[config.mk]
export PLATFORM = sky130hd
export DESIGN_NAME = alu_share_ctrl_flat
export DESIGN_NICKNAME = d
export VERILOG_FILES = /design/src/rtl/alu_share_ctrl_if.sv /design/src/rtl/alu_share_ctrl.sv /design/src/flat_wrapper.sv
export SDC_FILE = /design/constraint.sdc
export NUM_CORES = 1
export LEC_CHECK = 0
export ABC_AREA = 1
export CAP_MARGIN = 20
export CORE_UTILIZATION = 35
export DETAILED_ROUTE_END_ITERATION = 8
export PLACE_DENSITY = 0.77
export SLEW_MARGIN = 20
export SYNTH_ARGS = -nofsm -noshare
export SYNTH_HDL_FRONTEND = slang
export SYNTH_SLANG_ARGS = --single-unit
[constraint.sdc]
create_clock -name clk -period 3.35 [get_ports clk]
set_clock_uncertainty 0.2 [all_clocks]
set_input_delay 0.335 -clock clk [delete_from_list [all_inputs] [get_ports clk]]
set_output_delay 0.335 -clock clk [all_outputs]
set_load 0.03 [all_outputs]
[src/rtl/alu_share_ctrl_if.sv]
// Bundle between requesters, the shared-ALU controller, the ALU and the result consumer.
// The controller takes the slave view; the environment driving it takes the master view.
interface alu_share_ctrl_if #(
  parameter int NUM_REQ = 2
);
  localparam int IDW = (NUM_REQ > 1) ? $clog2(NUM_REQ) : 1;

  logic [NUM_REQ-1:0]    req_valid;
  logic [NUM_REQ-1:0]    req_ready;
  logic [32*NUM_REQ-1:0] req_a;
  logic [32*NUM_REQ-1:0] req_b;
  logic [5*NUM_REQ-1:0]  req_sel;

  logic                  rsp_valid;
  logic                  rsp_ready;
  logic [IDW-1:0]        rsp_id;
  logic [31:0]           rsp_data;
  logic                  rsp_zero;
  logic                  rsp_err;

  logic [31:0]           alu_a;
  logic [31:0]           alu_b;
  logic [4:0]            alu_sel;
  logic                  alu_start;
  logic [31:0]           alu_out;
  logic                  alu_zero;
  logic                  alu_complete;

  logic                  busy;

  modport slave (
    input  req_valid, req_a, req_b, req_sel, rsp_ready, alu_out, alu_zero, alu_complete,
    output req_ready, rsp_valid, rsp_id, rsp_data, rsp_zero, rsp_err,
           alu_a, alu_b, alu_sel, alu_start, busy
  );

  modport master (
    output req_valid, req_a, req_b, req_sel, rsp_ready, alu_out, alu_zero, alu_complete,
    input  req_ready, rsp_valid, rsp_id, rsp_data, rsp_zero, rsp_err,
           alu_a, alu_b, alu_sel, alu_start, busy
  );
endinterface

[src/rtl/alu_share_ctrl.sv]
// Round-robin sequencer sharing one multi-cycle ALU among NUM_REQ requesters, one op in flight,
// with a completion timeout and a valid/ready result channel tagged by requester id.
module alu_share_ctrl #(
  parameter int NUM_REQ     = 2,
  parameter int TIMEOUT_CYC = 64
) (
  input logic             clk,
  input logic             rst,
  alu_share_ctrl_if.slave bus
);
  localparam int IDW = (NUM_REQ > 1) ? $clog2(NUM_REQ) : 1;
  localparam int CW  = $clog2(TIMEOUT_CYC) + 1;
  localparam logic [CW-1:0]  TMO_LAST = CW'(TIMEOUT_CYC - 1);
  localparam logic [IDW-1:0] LAST_ID  = IDW'(NUM_REQ - 1);

  typedef enum logic [1:0] {IDLE, ISSUE, WAIT, RESP} state_t;

  state_t         state, state_nxt;
  logic [IDW-1:0] rr_ptr;
  logic [IDW-1:0] scan_idx;
  logic           gnt_vld;
  logic [IDW-1:0] gnt_id;
  logic [31:0]    gnt_a, gnt_b;
  logic [4:0]     gnt_sel;
  logic [CW-1:0]  wait_cnt;
  logic [31:0]    a_q, b_q, data_q;
  logic [4:0]     sel_q;
  logic [IDW-1:0] id_q;
  logic           zero_q, err_q;
  logic           timeout;

  // Scan from the highest offset down so the requester closest to rr_ptr wins.
  always_comb begin
    gnt_vld  = 1'b0;
    gnt_id   = '0;
    scan_idx = '0;
    for (int k = NUM_REQ - 1; k >= 0; k--) begin
      scan_idx = IDW'((int'(rr_ptr) + k) % NUM_REQ);
      if (bus.req_valid[scan_idx]) begin
        gnt_vld = 1'b1;
        gnt_id  = scan_idx;
      end
    end
  end

  always_comb begin
    gnt_a   = '0;
    gnt_b   = '0;
    gnt_sel = '0;
    for (int i = 0; i < NUM_REQ; i++) begin
      if (gnt_id == IDW'(i)) begin
        gnt_a   = bus.req_a[32*i +: 32];
        gnt_b   = bus.req_b[32*i +: 32];
        gnt_sel = bus.req_sel[5*i +: 5];
      end
    end
  end

  assign timeout = (wait_cnt == TMO_LAST);

  always_ff @(posedge clk or posedge rst) begin
    if (rst) state <= IDLE;
    else     state <= state_nxt;
  end

  always_comb begin
    state_nxt = state;
    case (state)
      IDLE:    if (gnt_vld) state_nxt = ISSUE;
      ISSUE:   state_nxt = WAIT;
      WAIT:    if (bus.alu_complete || timeout) state_nxt = RESP;
      RESP:    if (bus.rsp_ready) state_nxt = IDLE;
      default: state_nxt = IDLE;
    endcase
  end

  // Strobes are forced low while rst is high so outputs read 0 as soon as reset hits.
  always_comb begin
    bus.req_ready = '0;
    bus.alu_start = 1'b0;
    bus.rsp_valid = 1'b0;
    bus.busy      = 1'b0;
    if (!rst) begin
      case (state)
        IDLE:    if (gnt_vld) bus.req_ready[gnt_id] = 1'b1;
        ISSUE:   begin bus.alu_start = 1'b1; bus.busy = 1'b1; end
        WAIT:    bus.busy = 1'b1;
        RESP:    begin bus.rsp_valid = 1'b1; bus.busy = 1'b1; end
        default: ;
      endcase
    end
  end

  always_ff @(posedge clk or posedge rst) begin
    if (rst) begin
      rr_ptr   <= '0;
      a_q      <= '0;
      b_q      <= '0;
      sel_q    <= '0;
      id_q     <= '0;
      wait_cnt <= '0;
      data_q   <= '0;
      zero_q   <= 1'b0;
      err_q    <= 1'b0;
    end else begin
      case (state)
        IDLE: if (gnt_vld) begin
          a_q    <= gnt_a;
          b_q    <= gnt_b;
          sel_q  <= gnt_sel;
          id_q   <= gnt_id;
          rr_ptr <= (gnt_id == LAST_ID) ? '0 : gnt_id + 1'b1;
        end
        ISSUE: wait_cnt <= '0;
        WAIT: begin
          if (bus.alu_complete) begin
            data_q <= bus.alu_out;
            zero_q <= bus.alu_zero;
            err_q  <= 1'b0;
          end else if (timeout) begin
            data_q <= '0;
            zero_q <= 1'b0;
            err_q  <= 1'b1;
          end else begin
            wait_cnt <= wait_cnt + 1'b1;
          end
        end
        default: ;
      endcase
    end
  end

  assign bus.alu_a    = a_q;
  assign bus.alu_b    = b_q;
  assign bus.alu_sel  = sel_q;
  assign bus.rsp_id   = id_q;
  assign bus.rsp_data = data_q;
  assign bus.rsp_zero = zero_q;
  assign bus.rsp_err  = err_q;
endmodule

[src/flat_wrapper.sv]
// flat-port wrapper written by rule: the top's interface ports become plain ports
module alu_share_ctrl_flat 
#(
  parameter int NUM_REQ     = 2,
  parameter int TIMEOUT_CYC = 64
)
  (clk, rst, bus_req_valid, bus_req_a, bus_req_b, bus_req_sel, bus_rsp_ready, bus_alu_out, bus_alu_zero, bus_alu_complete, bus_req_ready, bus_rsp_valid, bus_rsp_id, bus_rsp_data, bus_rsp_zero, bus_rsp_err, bus_alu_a, bus_alu_b, bus_alu_sel, bus_alu_start, bus_busy);
  alu_share_ctrl_if #(.NUM_REQ(NUM_REQ)) bus_i ();
  input logic clk;
  input logic rst;
  input wire logic [$bits(bus_i.req_valid)-1:0] bus_req_valid;
  input wire logic [$bits(bus_i.req_a)-1:0] bus_req_a;
  input wire logic [$bits(bus_i.req_b)-1:0] bus_req_b;
  input wire logic [$bits(bus_i.req_sel)-1:0] bus_req_sel;
  input wire logic [$bits(bus_i.rsp_ready)-1:0] bus_rsp_ready;
  input wire logic [$bits(bus_i.alu_out)-1:0] bus_alu_out;
  input wire logic [$bits(bus_i.alu_zero)-1:0] bus_alu_zero;
  input wire logic [$bits(bus_i.alu_complete)-1:0] bus_alu_complete;
  output wire logic [$bits(bus_i.req_ready)-1:0] bus_req_ready;
  output wire logic [$bits(bus_i.rsp_valid)-1:0] bus_rsp_valid;
  output wire logic [$bits(bus_i.rsp_id)-1:0] bus_rsp_id;
  output wire logic [$bits(bus_i.rsp_data)-1:0] bus_rsp_data;
  output wire logic [$bits(bus_i.rsp_zero)-1:0] bus_rsp_zero;
  output wire logic [$bits(bus_i.rsp_err)-1:0] bus_rsp_err;
  output wire logic [$bits(bus_i.alu_a)-1:0] bus_alu_a;
  output wire logic [$bits(bus_i.alu_b)-1:0] bus_alu_b;
  output wire logic [$bits(bus_i.alu_sel)-1:0] bus_alu_sel;
  output wire logic [$bits(bus_i.alu_start)-1:0] bus_alu_start;
  output wire logic [$bits(bus_i.busy)-1:0] bus_busy;
  assign bus_i.req_valid = bus_req_valid;
  assign bus_i.req_a = bus_req_a;
  assign bus_i.req_b = bus_req_b;
  assign bus_i.req_sel = bus_req_sel;
  assign bus_i.rsp_ready = bus_rsp_ready;
  assign bus_i.alu_out = bus_alu_out;
  assign bus_i.alu_zero = bus_alu_zero;
  assign bus_i.alu_complete = bus_alu_complete;
  assign bus_req_ready = bus_i.req_ready;
  assign bus_rsp_valid = bus_i.rsp_valid;
  assign bus_rsp_id = bus_i.rsp_id;
  assign bus_rsp_data = bus_i.rsp_data;
  assign bus_rsp_zero = bus_i.rsp_zero;
  assign bus_rsp_err = bus_i.rsp_err;
  assign bus_alu_a = bus_i.alu_a;
  assign bus_alu_b = bus_i.alu_b;
  assign bus_alu_sel = bus_i.alu_sel;
  assign bus_alu_start = bus_i.alu_start;
  assign bus_busy = bus_i.busy;
  alu_share_ctrl #(.NUM_REQ(NUM_REQ), .TIMEOUT_CYC(TIMEOUT_CYC)) u_core (.clk(clk), .rst(rst), .bus(bus_i));
endmodule
# Yosys cells after proc, flatten, opt, wreduce, memory -nomap -nowiden
# Index checks and enable logic that the tools add are counted.
# word_totals
output_inout_bits	109
regBits	114
# op_classes
n_addsub	3
order_cmp	4
n_eq_ne	9
n_reduce_logical	10
mux	36
# ops
op	count
32-bit two-way mux	4
1-bit two-way mux	20
7-bit two-way mux	2
7-bit one-hot mux with 2 select lines	1
2-bit two-way mux	6
2-bit one-hot mux with 4 select lines	1
7-bit by 1-bit adder with 7-bit output, second input constant	1
7-bit by 6-bit equality test with 1-bit output, second input constant	1
1-bit by 2-bit less-than comparator with 1-bit output, second input constant	3
2-bit != test, second input constant	3
3-bit AND reduction	2
5-bit two-way mux	1
2-bit equality test, second input constant	2
2-bit by 1-bit != test with 1-bit output, second input constant	2
2-bit AND reduction	2
2-bit nonzero test	2
3-bit OR reduction	1
1-bit adder, second input constant	2
2-bit by 1-bit equality test with 1-bit output, second input constant	1
2-bit logical NOT	1
1-bit demux with 1-bit select	1
1-bit >= comparator, second input constant	1
1-bit logical AND	1
1-bit logical OR	1

# Longest topological paths before layout
# Gate-level depths: netlist of the first run.
# logic_depth
word_depth	12
depth_mapped	9
mapped_depth_nobuf	8

# Worst setup path after synthesis of the first run
# Ideal clock, no wire load.
# synth_path
path_kind	reg2out
startpoint	register u_core.state[0]
endpoint	output bus_req_ready[1]
stages_incl_launch_ff	8
setup_slack_ns	1.200
t_arrival_ns	1.615
path_cell_list	dfrtp_1 inv_1 ha_1 inv_2 nor2_4 buf_2 inv_1 nor2_1
# synth_via
elab_chain_cells	3
# synth_rtl
element	line	rtl
start, declared	alu_share_ctrl.sv:18	state_t state, state_nxt;
start signal, assigned	alu_share_ctrl.sv:63	else state <= state_nxt;
2-bit logical NOT	alu_share_ctrl.sv:84	case (state)
2-bit two-way mux	alu_share_ctrl.sv:84	
2-bit two-way mux	alu_share_ctrl.sv:83	if (!rst) begin
end, declared	flat_wrapper.sv:19	output wire logic [$bits(bus_i.req_ready)-1:0] bus_req_ready;
# Every way passes these cells.

# Final worst setup path of the first run
# layout_path
startpoint	register u_core.state[1]
endpoint	output bus_alu_start
# layout_via
elab_chain_cells	3
# layout_rtl
element	line	rtl
2-bit by 1-bit equality test with 1-bit output	alu_share_ctrl.sv:84	
1-bit two-way mux	alu_share_ctrl.sv:84	
1-bit two-way mux	alu_share_ctrl.sv:83	
end, declared	flat_wrapper.sv:28	output wire logic [$bits(bus_i.alu_start)-1:0] bus_alu_start;
# Every way passes these cells.

==> results of run 1 <==
==> cell usage in the layout (no fill, tap or decap), types with 3 or more instances in the layout <==
master and n:
nor2_1 48, clkinvlp_4 3, buf_4 10, clkdlybuf4s50_1 283, clkbuf_16 17, ha_1 6
a21oi_1 68, nand2_2 3, inv_1 16, nand3_1 115, nand2_1 209, clkinv_2 4
dfrtp_1 114, bufinv_16 3
==> metal layers <==
| metal | vias up | part of all wire [%] | wire [um] |
|---|---|---|---|
| met5 | - | 0 | 0 |
| met4 | 0 | 2.2 | 370 |
| met3 | 27 | 9.1 | 1510 |
| met2 | 224 | 48 | 7990 |
| met1 | 2474 | 41 | 6730 |
| li1 | 2605 | - | - |
==> through the flow <==
stage          util (%)  instances  power [uW]  instance area, um2
2_1_floorplan         -        630        4890                5170
3_3_place_gp       56.5       1073        6710                8180
3_5_place_dp       56.5       1073        6770                8180
4_1_cts            60.6       1104        8640                8780
5_1_grt            60.6       1104        9100                8780
6_report           60.6       1104        8550                8780
==> report_power, final <==
group	internal (uW)	switching [uW]	total [uW]	leakage, uW
sequential	2030	366	2390	0.00138
clock	1200	624	1820	0.000289
combinational	1740	2590	4330	0.00225
total	4960	3580	8550	0.00392
==> synthesized netlist by cell type, drive strengths merged <==
| library cell | number | area (um2) |
|---|---|---|
| nor3b | 1 | 7.51 |
| dfrtp | 114 | 2850 |
| o211ai | 1 | 7.51 |
| nor2 | 51 | 209 |
| or2 | 1 | 6.26 |
| clkbuf | 7 | 26.3 |
| nand4 | 1 | 6.26 |
| buf | 29 | 151 |
| ha | 6 | 75.1 |
| o21ai | 2 | 13.8 |
| clkinv | 1 | 3.75 |
| nand2 | 213 | 815 |
| nand3 | 116 | 586 |
| a21oi | 68 | 340 |
| inv | 19 | 71.3 |
==> layout make-up <==
cell class	instances	area [um2]
flip-flops and latches	114	2850
repair buffers	295	2950
fillers	1277	5700
well taps	184	230
multi-input cells	460	2070
clock buffers	21	460
inverters	20	78.8
clock inverters	10	134
==> kinds of logic (layout without fill, tap and decap cells) <==
logic type | count (synthesis) | count (layout) | synth area share (%)
fa+ha+maj | 6 | 6 | 1.45
simple gates | 383 | 383 | 31.5
flops | 114 | 114 | 55.2
buf+inv | 56 | 346 | 4.89
compound gates | 71 | 71 | 6.99
==> how the worst max path moves through the flow <==
stage	end	start
final	bus_alu_start	u_core.state[1]$_DFFE_PP0P_
after global routing	bus_alu_start	u_core.state[1]$_DFFE_PP0P_
after CTS	bus_alu_start	u_core.state[1]$_DFFE_PP0P_
after detailed placement	u_core.bus.alu_a[18]$_DFFE_PP0P_	bus_req_valid[0]
after global placement	u_core.bus.alu_a[19]$_DFFE_PP0P_	bus_req_valid[1]
after floorplan	bus_req_ready[1]	u_core.state[0]$_DFFE_PP0P_
==> worst reg2reg max path, delay by kind of cell, from the launching register on <==
family                     cells  cell delay [ns]
and+or+nand+nor                3             0.29
DFF                            1             0.40
buffers and inverters          4             0.84
adders and majority gates      1             0.26
==> registers in the layout (all words and copies together), names as in the netlist <==
| name | count |
|---|---|
| u_core.bus.rsp_zero | 1 |
| u_core.rr_ptr | 1 |
| u_core.state | 2 |
| u_core.bus.alu_b | 32 |
| u_core.wait_cnt | 7 |
| u_core.bus.alu_sel | 5 |
| u_core.bus.rsp_data | 32 |
| u_core.bus.rsp_id | 1 |
| u_core.bus.alu_a | 32 |
| u_core.bus.rsp_err | 1 |
==> reports/results.tsv, run 1 <==
stage	metric	value	unit
clocking	H-Tree Depth	4	
critical_path	FF-to-FF Start	u_core.state[0]$_DFFE_PP0P_	
finish	layout cells sized above 1	5.87	%
clocking	postcts setup bufs	0	
floorplan	num ports	286	
yosys	register area share after synthesis	55.2	%
route	antenna-violating nets left	0	
yosys	syn avg cell area	8.21	um2
critical_path	crit-path leading delay family	buffers and inverters	
placement	IO Port Bufs	285	
clocking	CTS max path bufs	2	
timing	hold_ws	0.260	ns
global_routing	first-pass GRT wire length	25600	um
critical_path	cell mode on critical path	inv_1	
yosys	syn nets	813	
power	P per Cell Area	974	mW/mm2
route	via density per instance	4.83	
global_routing	grt ovf	0	
route	DR vias	5330	
power	VDD IR max	0.000548	V
critical_path	Worst path depth	5	
route	DRC	0	
status	outcome	complete, no violations	
yosys	warning count from the yosys run	0	
global_routing	grt met1 use	25.9	%
global_routing	M2 GR Usage	36.2	%
critical_path	critical path buffer and inverter count	3	
global_routing	met3 usage	6.96	%
global_routing	number of global-route vias before repair	5223	
critical_path	CP startpoint kind	flip-flop	
timing	final hold vios	0	
placement	Post-Place Worst Slack	0.852	ns
floorplan	Starting Density	35.7	%
critical_path	Setup CP Type	flip-flop to primary output	
min_path	Hold Path Class	input pin to flip-flop	
placement	DPL Wire Length	11700	um
yosys	post-synth cell types	24	
min_path	Worst Hold Depth	3	
critical_path	crit-path max FO	4	
yosys	Cells after Synth	630	
clocking	root buffer cell	clkbuf_16	
finish	Final nets	1091	
critical_path	reg2reg setup slack	1.25	ns
critical_path	Req. time, crit path	2.81	ns
floorplan	DIE WIDTH	124	um
power	Leak	0.00392	uW
timing	final setup fails	0	
finish	diode count	0	
global_routing	largest net degree at the start of global routing	49	
floorplan	Rows	44	
min_path	Hold EP	u_core.bus.rsp_data[8]$_DFFE_PP0P_	
timing	Max Transition Viols Final	0	
floorplan	core footprint	0.0145	mm2
placement	Placer Congestion	0.750	
global_routing	initial antenna violation count	0	
timing	Fmax achieved	406	MHz
critical_path	Reg2Reg Depth	8	
critical_path	Largest stage delay, worst path	0.68	ns
yosys	Mapped Area	0.00517	mm2
route	initial DRC count	259	
critical_path	sequence of cells on the critical path	inv_1 -> ha_1 -> inv_1 -> nor2_1 -> clkdlybuf4s50_1	
timing	minimum clock period	2.46	ns
critical_path	CP arrival	1.93	ns
floorplan	die span in y	124	um
timing	actual slew at the worst max-slew pin	0.764	ns
finish	Layout area overhead	69.7	%
critical_path	critical path endpoint category	primary output	
global_routing	busiest grt layer	met2	
yosys	register bit count reported by yosys	114	
clocking	Hold-fix buffers, CTS	0	
floorplan	Die Area	0.0153	mm2
timing	fin crit share	73.6	%
min_path	Hold Path Origin	bus_alu_out[8]	
critical_path	Slowest-stage cell, CP	clkdlybuf4s50_1	
clocking	Worst-Skew Late Latency	0.41	ns
clocking	# clock sinks	114	
route	Routed WL per cell	15.0	um
timing	Slew HR	48.9	%
global_routing	aggregate global-route resource usage	22.0	%
route	final wirelength	16600	um
timing	post-route setup slack	0.885	ns
run	max-cap violations	0	
critical_path	reg2reg end	u_core.bus.rsp_data[2]$_DFFE_PP0P_	
clocking	CTS tree	done	
clocking	Reg clk slew, reported paths	0.05	ns
clocking	cts repair resizes	0	
timing	unrepaired setup endpoints after global routing	no	
route	drt pass-1 iters	6	
clocking	total CTS buffers	17	
timing	total negative slack	0	ns
Power figures use the tool's default switching activity.
==> run 2, diff against run 1 <==
--- a/config.mk
+++ b/config.mk
@@ -7,9 +7,9 @@
 export LEC_CHECK = 0
 export ABC_AREA = 1
 export CAP_MARGIN = 20
-export CORE_UTILIZATION = 35
+export CORE_UTILIZATION = 39
 export DETAILED_ROUTE_END_ITERATION = 8
-export PLACE_DENSITY = 0.77
+export PLACE_DENSITY = 0.81
 export SLEW_MARGIN = 20
 export SYNTH_ARGS = -nofsm -noshare
 export SYNTH_HDL_FRONTEND = slang
==> constraint.sdc (replaced) <==
create_clock -name clk -period 2.5 [get_ports clk]
set_clock_uncertainty 0.2 [all_clocks]
set_input_delay 0.25 -clock clk [delete_from_list [all_inputs] [get_ports clk]]
set_output_delay 0.25 -clock clk [all_outputs]
set_load 0.03 [all_outputs]
==> reports/results.tsv, run 2 (synthesis gave the netlist of run 1 again) <==
stage	metric	value	unit	change
power	Net Sw Frac	41.4	%	-0.49 points
power	P per Cell Area	1310	mW/mm2	+35%
critical_path	CP arrival	1.91	ns	-0.02 ns
timing	unrepaired setup endpoints after global routing	no		
route	final wirelength	16700	um	+0.55%
power	clock share of power	22.0	%	+0.7 points
route	initial DRC count	324		+25%
critical_path	Largest stage delay, worst path	0.68	ns	about the same
power	sw power	4810	uW	+34%
clocking	cts repair resizes	0		unchanged
floorplan	die span in y	117	um	-5.2%
finish	Fillers	993		-22%
power	VDD IR max	0.000734	V	+34%
timing	final hold vios	0		unchanged
placement	Placer Congestion	0.794		+5.9%
timing	minimum clock period	2.36	ns	
timing	fin crit share	94.4	%	
run	max-cap violations	0		unchanged
critical_path	crit path launch	u_core.state[0]$_DFFE_PP0P_		
route	antenna-violating nets left	0		unchanged
route	Routed WL per cell	15.2	um	+1.4%
finish	sequential cell area	0.00285	mm2	unchanged
global_routing	met3 usage	8.55	%	+1.6 points
timing	Fmax achieved	424	MHz	
timing	total negative slack	0	ns	unchanged
critical_path	crit-path max FO	4		unchanged
timing	actual slew at the worst max-slew pin	0.676	ns	-0.0881 ns
finish	Multi-input gate area	0.00207	mm2	unchanged
global_routing	initial antenna violation count	0		unchanged
floorplan	Die Area	0.0137	mm2	-10%
power	Final Power	11600	uW	+36%
finish	Layout area overhead	70.8	%	
critical_path	FF-to-FF Start	u_core.wait_cnt[0]$_DFFE_PP0P_		
critical_path	Slowest-stage cell, CP	clkdlybuf4s50_1		
finish	layout cells sized above 1	6.28	%	+0.41 points
route	drt pass-1 iters	4		-2
status	outcome	complete, no violations		
global_routing	M2 GR Usage	41.1	%	+4.9 points
power	sequential share of power	27.6	%	-0.4 points
critical_path	Req. time, crit path	2.05	ns	-0.76 ns
finish	commonest non-fill, non-tap cells in the layout	clkdlybuf4s50_1 (282), nand2_1 (209), nand3_1 (115)		
min_path	Hold Path Class	input pin to flip-flop		
floorplan	core footprint	0.0128	mm2	-12%
critical_path	critical path endpoint category	primary output		
clocking	total CTS buffers	17		unchanged
floorplan	Starting Density	40.5	%	+4.8 points
finish	Finished Core Util	69.1	%	+8.5 points
power	Int Pwr	6790	uW	+37%
clocking	Reg clk slew, reported paths	0.05	ns	about the same
placement	DPL Wire Length	11500	um	-1.8%
route	via density per instance	4.95		+2.5%
critical_path	CP startpoint kind	flip-flop		
finish	commonest non-fill, non-tap cell in the layout	clkdlybuf4s50_1		
clocking	CTS max path bufs	2		unchanged
critical_path	sequence of cells on the critical path	inv_1 -> ha_1 -> nor2_1 -> clkdlybuf4s50_1		
clocking	root buffer cell	clkbuf_16		
floorplan	num ports	286		unchanged
clocking	Hold-fix buffers, CTS	0		unchanged
power	Combinational Power Share	50.4	%	-0.3 points
global_routing	number of global-route vias before repair	5181		-0.80%
clocking	postcts setup bufs	0		unchanged
route	DRC	0		unchanged
clocking	CTS tree	done		
timing	Max Transition Viols Final	0		unchanged
critical_path	crit-path leading delay family	buffers and inverters		
route	DR vias	5419		+1.7%
clocking	Worst-Skew Late Latency	0.41	ns	about the same
global_routing	first-pass GRT wire length	25500	um	-0.43%
timing	Slew HR	54.9	%	+6.0 points
clocking	H-Tree Depth	4		unchanged
global_routing	busiest grt layer	met2		
critical_path	critical path buffer and inverter count	2		-1
global_routing	aggregate global-route resource usage	24.6	%	+2.5 points
global_routing	grt ovf	0		unchanged
timing	final setup fails	0		unchanged
floorplan	Rows	41		-6.8%
critical_path	Setup CP Type	flip-flop to primary output		
global_routing	largest net degree at the start of global routing	115		+130%
power	Leak	0.00396	uW	+1.1%
floorplan	DIE WIDTH	117	um	-5.2%
clocking	# clock sinks	114		unchanged
global_routing	grt met1 use	27.2	%	+1.3 points
finish	Final nets	1093		+0.18%
finish	diode count	0		unchanged
placement	IO Port Bufs	285		unchanged
min_path	Hold Path Origin	bus_alu_out[29]		
-- run 2: cell count changes in the layout (fill, tap and decap cells not counted), sizes merged --
cell,before,now
buf,12,14
clkbuf,21,24
clkdlybuf4s50,283,282
clkinv,6,3
clkinvlp,3,4
dlymetal6s2s,0,1
-- run 2: cell type report --
| class | count | area share [%] |
|---|---|---|
| clock inverter | 8 | 1.39 |
| clock buffer | 24 | 5.79 |
| inverter | 20 | 0.892 |
| timing repair buffer | 297 | 33.7 |
| multi-input combinational | 460 | 23.5 |
| sequential | 114 | 32.3 |
| tap | 172 | 2.44 |
-- run 2: worst min-delay path: cells and delay by family --
kind          cells  cell delay [ns]
buf+inv           1             0.39
simple gates      2             0.10
-- run 2: path summary, 6_finish.rpt --
path / to / slack [ns] / cells after the start
hold reg to reg: u_core.bus.alu_a[24]$_DFFE_PP0P_ / 0.29 / 2
min in group asynchronous: u_core.bus.alu_b[27]$_DFFE_PP0P_ / 0.24 / 3
hold / removal: u_core.bus.rsp_data[29]$_DFFE_PP0P_ / 0.17 / 3
setup reg to reg: u_core.bus.rsp_data[25]$_DFFE_PP0P_ / 0.46 / 6
setup / recovery: bus_busy / 0.14 / 4
max in group asynchronous: u_core.bus.alu_a[1]$_DFFE_PP0P_ / 1.29 / 3
-- run 2: power groups by stage --
stage	Sequential [uW]	Clock (uW)	Combinational, uW
finish	3200	2550	5840
global route	3310	2680	6320
detailed placement	3210	0	5860
floorplan	4780	0	1780
global placement	3200	0	5780
CTS	3210	2590	5910
-- run 2: stage by stage --
stage	worst slack, ns	hold slack [ns]	instance area (um2)	instances
2_1_floorplan	0.435	0.167	5170	630
3_3_place_gp	0.411	0.264	8200	1063
3_5_place_dp	0.386	0.270	8200	1063
4_1_cts	0.0803	0.152	8830	1095
5_1_grt	0.0733	0.171	8830	1095
6_report	0.139	0.169	8830	1095
-- run 2: metal layers --
layer	wire [um]	vias up	part of all wire [%]
li1	-	2620	-
met5	0	-	0
met4	660	0	4.0
met3	1550	44	9.3
met2	8220	255	49
met1	6250	2500	37
==> run 3, diff against run 2 <==
--- a/config.mk
+++ b/config.mk
@@ -6,9 +6,11 @@
 export NUM_CORES = 1
 export LEC_CHECK = 0
 export ABC_AREA = 1
+export ABC_CLOCK_PERIOD_IN_PS = 2500
 export CAP_MARGIN = 20
 export CORE_UTILIZATION = 39
 export DETAILED_ROUTE_END_ITERATION = 8
+export HOLD_SLACK_MARGIN = 0.05
 export PLACE_DENSITY = 0.81
 export SLEW_MARGIN = 20
 export SYNTH_ARGS = -nofsm -noshare
==> results of run 3 <==
Same layout as run 2: the final DEF is identical, and so are final timing and power.
==> variant 1: new RTL, settings of run 2 <==
The 4 states of `state_t` get a one-hot encoding in 4 bits.
--- a/src/rtl/alu_share_ctrl.sv
+++ b/src/rtl/alu_share_ctrl.sv
@@ -15,3 +15,3 @@
 
-  typedef enum logic [1:0] {IDLE, ISSUE, WAIT, RESP} state_t;
+  typedef enum logic [3:0] {IDLE = 4'b0001, ISSUE = 4'b0010, WAIT = 4'b0100, RESP = 4'b1000} state_t;
 
Function: no difference found for any inputs over 4 cycles, from zero or initial values and one cycle with rst high; so few cycles prove little.
==> variant 1 against run 2 <==
  * Routed wire length is 3.6% higher
  * Global-route usage is 1.2 points higher
  * Worst hold slack better by 0.019 ns
  * Sequential share of layout area is 0.10 points lower
  * Sequential cell count is 2 higher
  * Critical path depth stayed put
  * Worst setup slack worse by 0.015 ns
  * First-iteration DRC count is 3.4% lower
  * Combinational power is 6.2% higher
  * Final area is 2.1% higher
  * Largest cell class unchanged
  * Via count is 2.9% higher
  * Total power is 5.4% higher
  * Synthesized area is 1.2% higher
  * Synthesized cell count is 0.48% lower
  * Critical path type unchanged
==> variant 1: results (changes against run 2) <==
finish:
  multi_input_gates: 450  # -2.2%
  drive_above_1_share_pct: 6.769  # +0.48 points
  n_all_buffers: 301  # +1.3%
  fillCellCount: 981  # -1.2%
  n_clock_buffer: 19  # -21%
  n_antenna_cell: 1  # +1
  clk_share_pct: 7.560  # +0.38 points
global_routing:
  met1_usage_pct: 30.69  # +3.5 points
  grt_util_met2_pct: 42.50  # +1.4 points
  grt_util_met3_pct: 7.946  # -0.60 points
  grt_pass1_vias: 5444  # +5.1%
  track_usage_pct: 25.74  # +1.2 points
  antenna_found_initial: 1  # +1
  grt_first_pass_wirelength_um: 28060  # +10%
  grt_start_max_net_pins: 71  # -38%
synth:
  ys_seq_area_share_pct: 55.49  # +0.32 points
  yosys-top-cells-area: "dfrtp_1, nand3_1, nand2_1"
  synth_cell_types: 21  # -13%
  syn_inst: 627  # -0.48%
  synth-compound-area-share_pct: 1.076  # -5.9 points
  synthXorXnorAreaFrac_pct: 0.1673  # +0.17 points
  ys_seq_elements: 116  # +1.8%
drt:
  wl_per_cell_um: 15.87  # +4.1%
  drt_first_pass_iters: 5  # +1
  routed_wl_um: 17280  # +3.6%
  drt-initial-drc-count: 313  # -3.4%
critical_path:
  reg2reg_from: "u_core.state[1]$_DFFE_PP0P_"
  cp_data_arrival_time_ns: 1.93  # +0.02 ns
  r2r_end: "u_core.bus.rsp_data[20]$_DFFE_PP0P_"
  cpPeakStageDelay_ns: 0.70  # +0.02 ns
  rrSetupSlack_ns: 0.32  # -0.14 ns
  endpoint: "bus_alu_start"
power:
  max-vdd-ir-drop_v: 0.0007056  # -3.9%
  power.leakage_nw: 4.056  # +2.4%
placed_design:
  pre_cts_slack_ns: 0.2701  # -0.1156 ns
  place.gp.congestion: 0.8357  # +5.2%
  hpwl_um: 11660  # +1.3%
sta:
  relSlewSlack_pct: 49.50  # -5.4 points
  timing.final.crit_share_pct: 95.06  # +0.61 points
  hold_ws_ns: 0.1879  # +0.01927 ns
min_path:
  min_from: "bus_alu_out[15]"
run_status:
  status: "finished, final reports clean"
[variant 1: changes by cell type in the layout (fill, tap and decap cells not counted), sizes merged, moves of 2 or more]
cell	run 2	this run
nor2	51	16
o21ai	2	5
a21oi	68	2
inv	18	16
ha	6	1
nand3	116	256
bufinv	3	6
buf	14	17
nand2	213	165
clkbuf	24	19
[variant 1: where the power goes]
group | switching, mW | internal [mW]
registers | 0.480 | 2.76
logic | 3.74 | 2.46
clock network | 0.866 | 1.92
total | 5.08 | 7.14
[variant 1: cell families after synthesis]
kind of cell,Yosys count
AOI/OAI and AO/OA,9
adders and majority gates,1
DFF,116
and+or+nand+nor,439
buffers and inverters,61
xor gates and xnor gates,1
[variant 1: per-layer routing]
metal | up-vias | part of all wire (%)
li1 | 2672 | -
met1 | 2620 | 40
met2 | 252 | 49
met3 | 34 | 7.7
met4 | 0 | 2.8
met5 | - | 0
[variant 1: repair_timing]
item | 4_1_cts | 5_1_grt
gates cloned | 0 | 0
setup endpoints to repair | 1 | 2
hold buffers | 0 | 0
resized for setup | 1 | 1
buffers inserted | 0 | 4
[variant 1: worst register-to-register path: stages (launching register included)]
cell	delay [ns]
dfrtp_1	0.38
nor2_1	0.20
inv_1	0.07
nor2_1	0.20
nand3_2	0.59
nand3_1	0.34
nand2_1	0.08
[variant 1: stage by stage]
stage | cell area (um2) | total power, mW
3_3_place_gp | 8304 | 9.322
5_1_grt | 9020 | 12.88
2_1_floorplan | 5238 | 6.757
3_5_place_dp | 8304 | 9.420
4_1_cts | 8985 | 12.27
6_report | 9020 | 12.22
==> variant 2: new RTL, config.mk and constraints of run 2 <==
Without the edit above. `TIMEOUT_CYC` is set to 64 in 2 places; all go to 32.
--- a/src/rtl/alu_share_ctrl.sv
+++ b/src/rtl/alu_share_ctrl.sv
@@ -4,3 +4,3 @@
   parameter int NUM_REQ     = 2,
-  parameter int TIMEOUT_CYC = 64
+  parameter int TIMEOUT_CYC = 32
 ) (
--- a/src/flat_wrapper.sv
+++ b/src/flat_wrapper.sv
@@ -4,3 +4,3 @@
   parameter int NUM_REQ     = 2,
-  parameter int TIMEOUT_CYC = 64
+  parameter int TIMEOUT_CYC = 32
 )
Function: same outputs for any inputs over 4 cycles, from zero or initial values and one cycle with rst high; that may be too few to reach the edited logic, so the function may still have changed.
==> variant 2 against run 2 <==
  * Synthesized area increased by 1.3%
  * Count of clock-buffer cells in the layout decreased by 3
  * Routed wire length decreased by 0.64%
  * Non-clock buffer count unchanged
  * Largest power group unchanged
  * Total power decreased by 1.4%
  * Critical path type unchanged
  * Final area increased by 0.71%
  * Worst setup slack improved by 0.046 ns
  * Sequential cell count decreased by 1
  * Core utilization decreased by 0.065 points
==> variant 2: results (changes against run 2) <==
global_routing:
  met1_usage_pct: 30.11  # +2.9 points
  grt_pass1_vias: 5298  # +2.3%
  grt_util_met3_pct: 7.510  # -1.0 points
  track_usage_pct: 24.69  # +0.13 points
  grt_start_max_net_pins: 68  # -41%
  grt_first_pass_wirelength_um: 27300  # +7.3%
  grt_util_met2_pct: 40.85  # -0.25 points
  antenna_found_initial: 0  # unchanged
drt:
  drt-initial-drc-count: 433  # +34%
  drt_first_pass_iters: 4  # unchanged
  drt-met1-wl_um: 7017  # +12%
  route.met2.wl_um: 7914  # -3.7%
  routed_wl_um: 16580  # -0.64%
  num_vias: 5438  # +0.35%
  wl_per_cell_um: 14.49  # -4.9%
  wl_met3_um: 1296  # -16%
power:
  power.leakage_nw: 4.308  # +8.8%
  switching_share_pct: 41.47  # about the same
  seq-power_mw: 3.14  # -2%
  max-vdd-ir-drop_v: 0.0006833  # -6.9%
clock_tree:
  clkTransAtPathRegs_ns: 0.05  # about the same
  post_cts_resized: 0  # unchanged
  cts_made_buffers: 17  # unchanged
synth:
  synthesis.nets: 861  # +5.9%
  ys.flop_type: "dfrtp_1"
  ys_seq_area_share_pct: 53.96  # -1.2 points
  synthAdderAreaFrac_pct: 1.433  # -0.019 points
  synth-compound-area-share_pct: 0.5253  # -6.5 points
  synthTopCellsByCount: "nand2_1, nand3_1, dfrtp_1"
  yosys-top-cells-area: "dfrtp_1, nand2_1, nand3_1"
  syn_inst: 678  # +7.6%
  synth_cell_types: 23  # -4.2%
critical_path:
  rrSetupSlack_ns: 0.30  # -0.16 ns
  cp_data_arrival_time_ns: 1.87  # -0.04 ns
  reg2reg_from: "u_core.state[0]$_DFFE_PP0P_"
  r2r_end: "u_core.bus.rsp_data[31]$_DFFE_PP0P_"
min_path:
  min_to: "u_core.bus.rsp_data[4]$_DFFE_PP0P_"
  min_from: "bus_alu_out[4]"
placed_design:
  hpwl_um: 11810  # +2.6%
  post_dp_cell_area_mm2: 0.008267  # +0.87%
  pre_cts_slack_ns: 0.3124  # -0.07332 ns
  post-place-cells: 1112  # +4.6%
  place.gp.congestion: 0.8321  # +4.8%
finish:
  fillCellCount: 1055  # +6.2%
  final_nets: 1142  # +4.5%
sta:
  relSlewSlack_pct: 41.09  # -14 points
  hold_ws_ns: 0.1720  # +0.003432 ns
run_status:
  status: "finished, final reports clean"
## variant 2: cell count changes after synthesis, sizes merged
cell	before	now
buf	29	24
nand3	116	115
dfrtp	114	113
clkbuf	7	11
nor2	51	14
nand2	213	367
o21bai	0	1
or2	1	2
a21oi	68	2
inv	19	18
nor3b	1	0
o211ai	1	0
nand4	1	2
## variant 2: area by class of cell
cell class	instances	area [um2]	share of cell area, %
Clock buffer	21	460.4	5.177
Clock inverter	11	160.2	1.801
Inverter	19	77.57	0.8721
Multi-Input combinational cell	511	2161	24.29
Sequential cell	113	2828	31.79
Tap cell	172	215.2	2.419
Timing Repair Buffer	297	2993	33.65
## variant 2: logic make-up (layout without fill, tap and decap cells)
group | Yosys count | in the layout
AOI/OAI and AO/OA | 5 | 5
adders and majority gates | 6 | 6
buffers and inverters | 54 | 348
DFF | 113 | 113
and+or+nand+nor | 500 | 500
## variant 2: worst max-delay path, stage by stage, from the launching register on
cell and delay [ns]:
dfrtp_1 0.41, inv_1 0.12, ha_1 0.20, inv_1 0.11, nor2_4 0.16, nand2_2 0.10, nor2_2 0.21, buf_12 0.16
## variant 2: worst max path at each step
stage / cells after the start / slack [ns] / endpoint / from
after floorplan: 7 / 0.50 / bus_req_ready[1] / u_core.state[0]$_DFFE_PP0P_
after global placement: 5 / 0.34 / u_core.bus.rsp_err$_DFFE_PP0P_ / u_core.state[0]$_DFFE_PP0P_
after detailed placement: 6 / 0.31 / u_core.bus.rsp_data[31]$_DFFE_PP0P_ / u_core.state[0]$_DFFE_PP0P_
after CTS: 7 / 0.04 / bus_req_ready[0] / u_core.state[0]$_DFFE_PP0P_
after global routing: 5 / 0.04 / u_core.bus.rsp_err$_DFFE_PP0P_ / u_core.state[0]$_DFFE_PP0P_
final: 7 / 0.18 / bus_req_ready[0] / u_core.state[0]$_DFFE_PP0P_
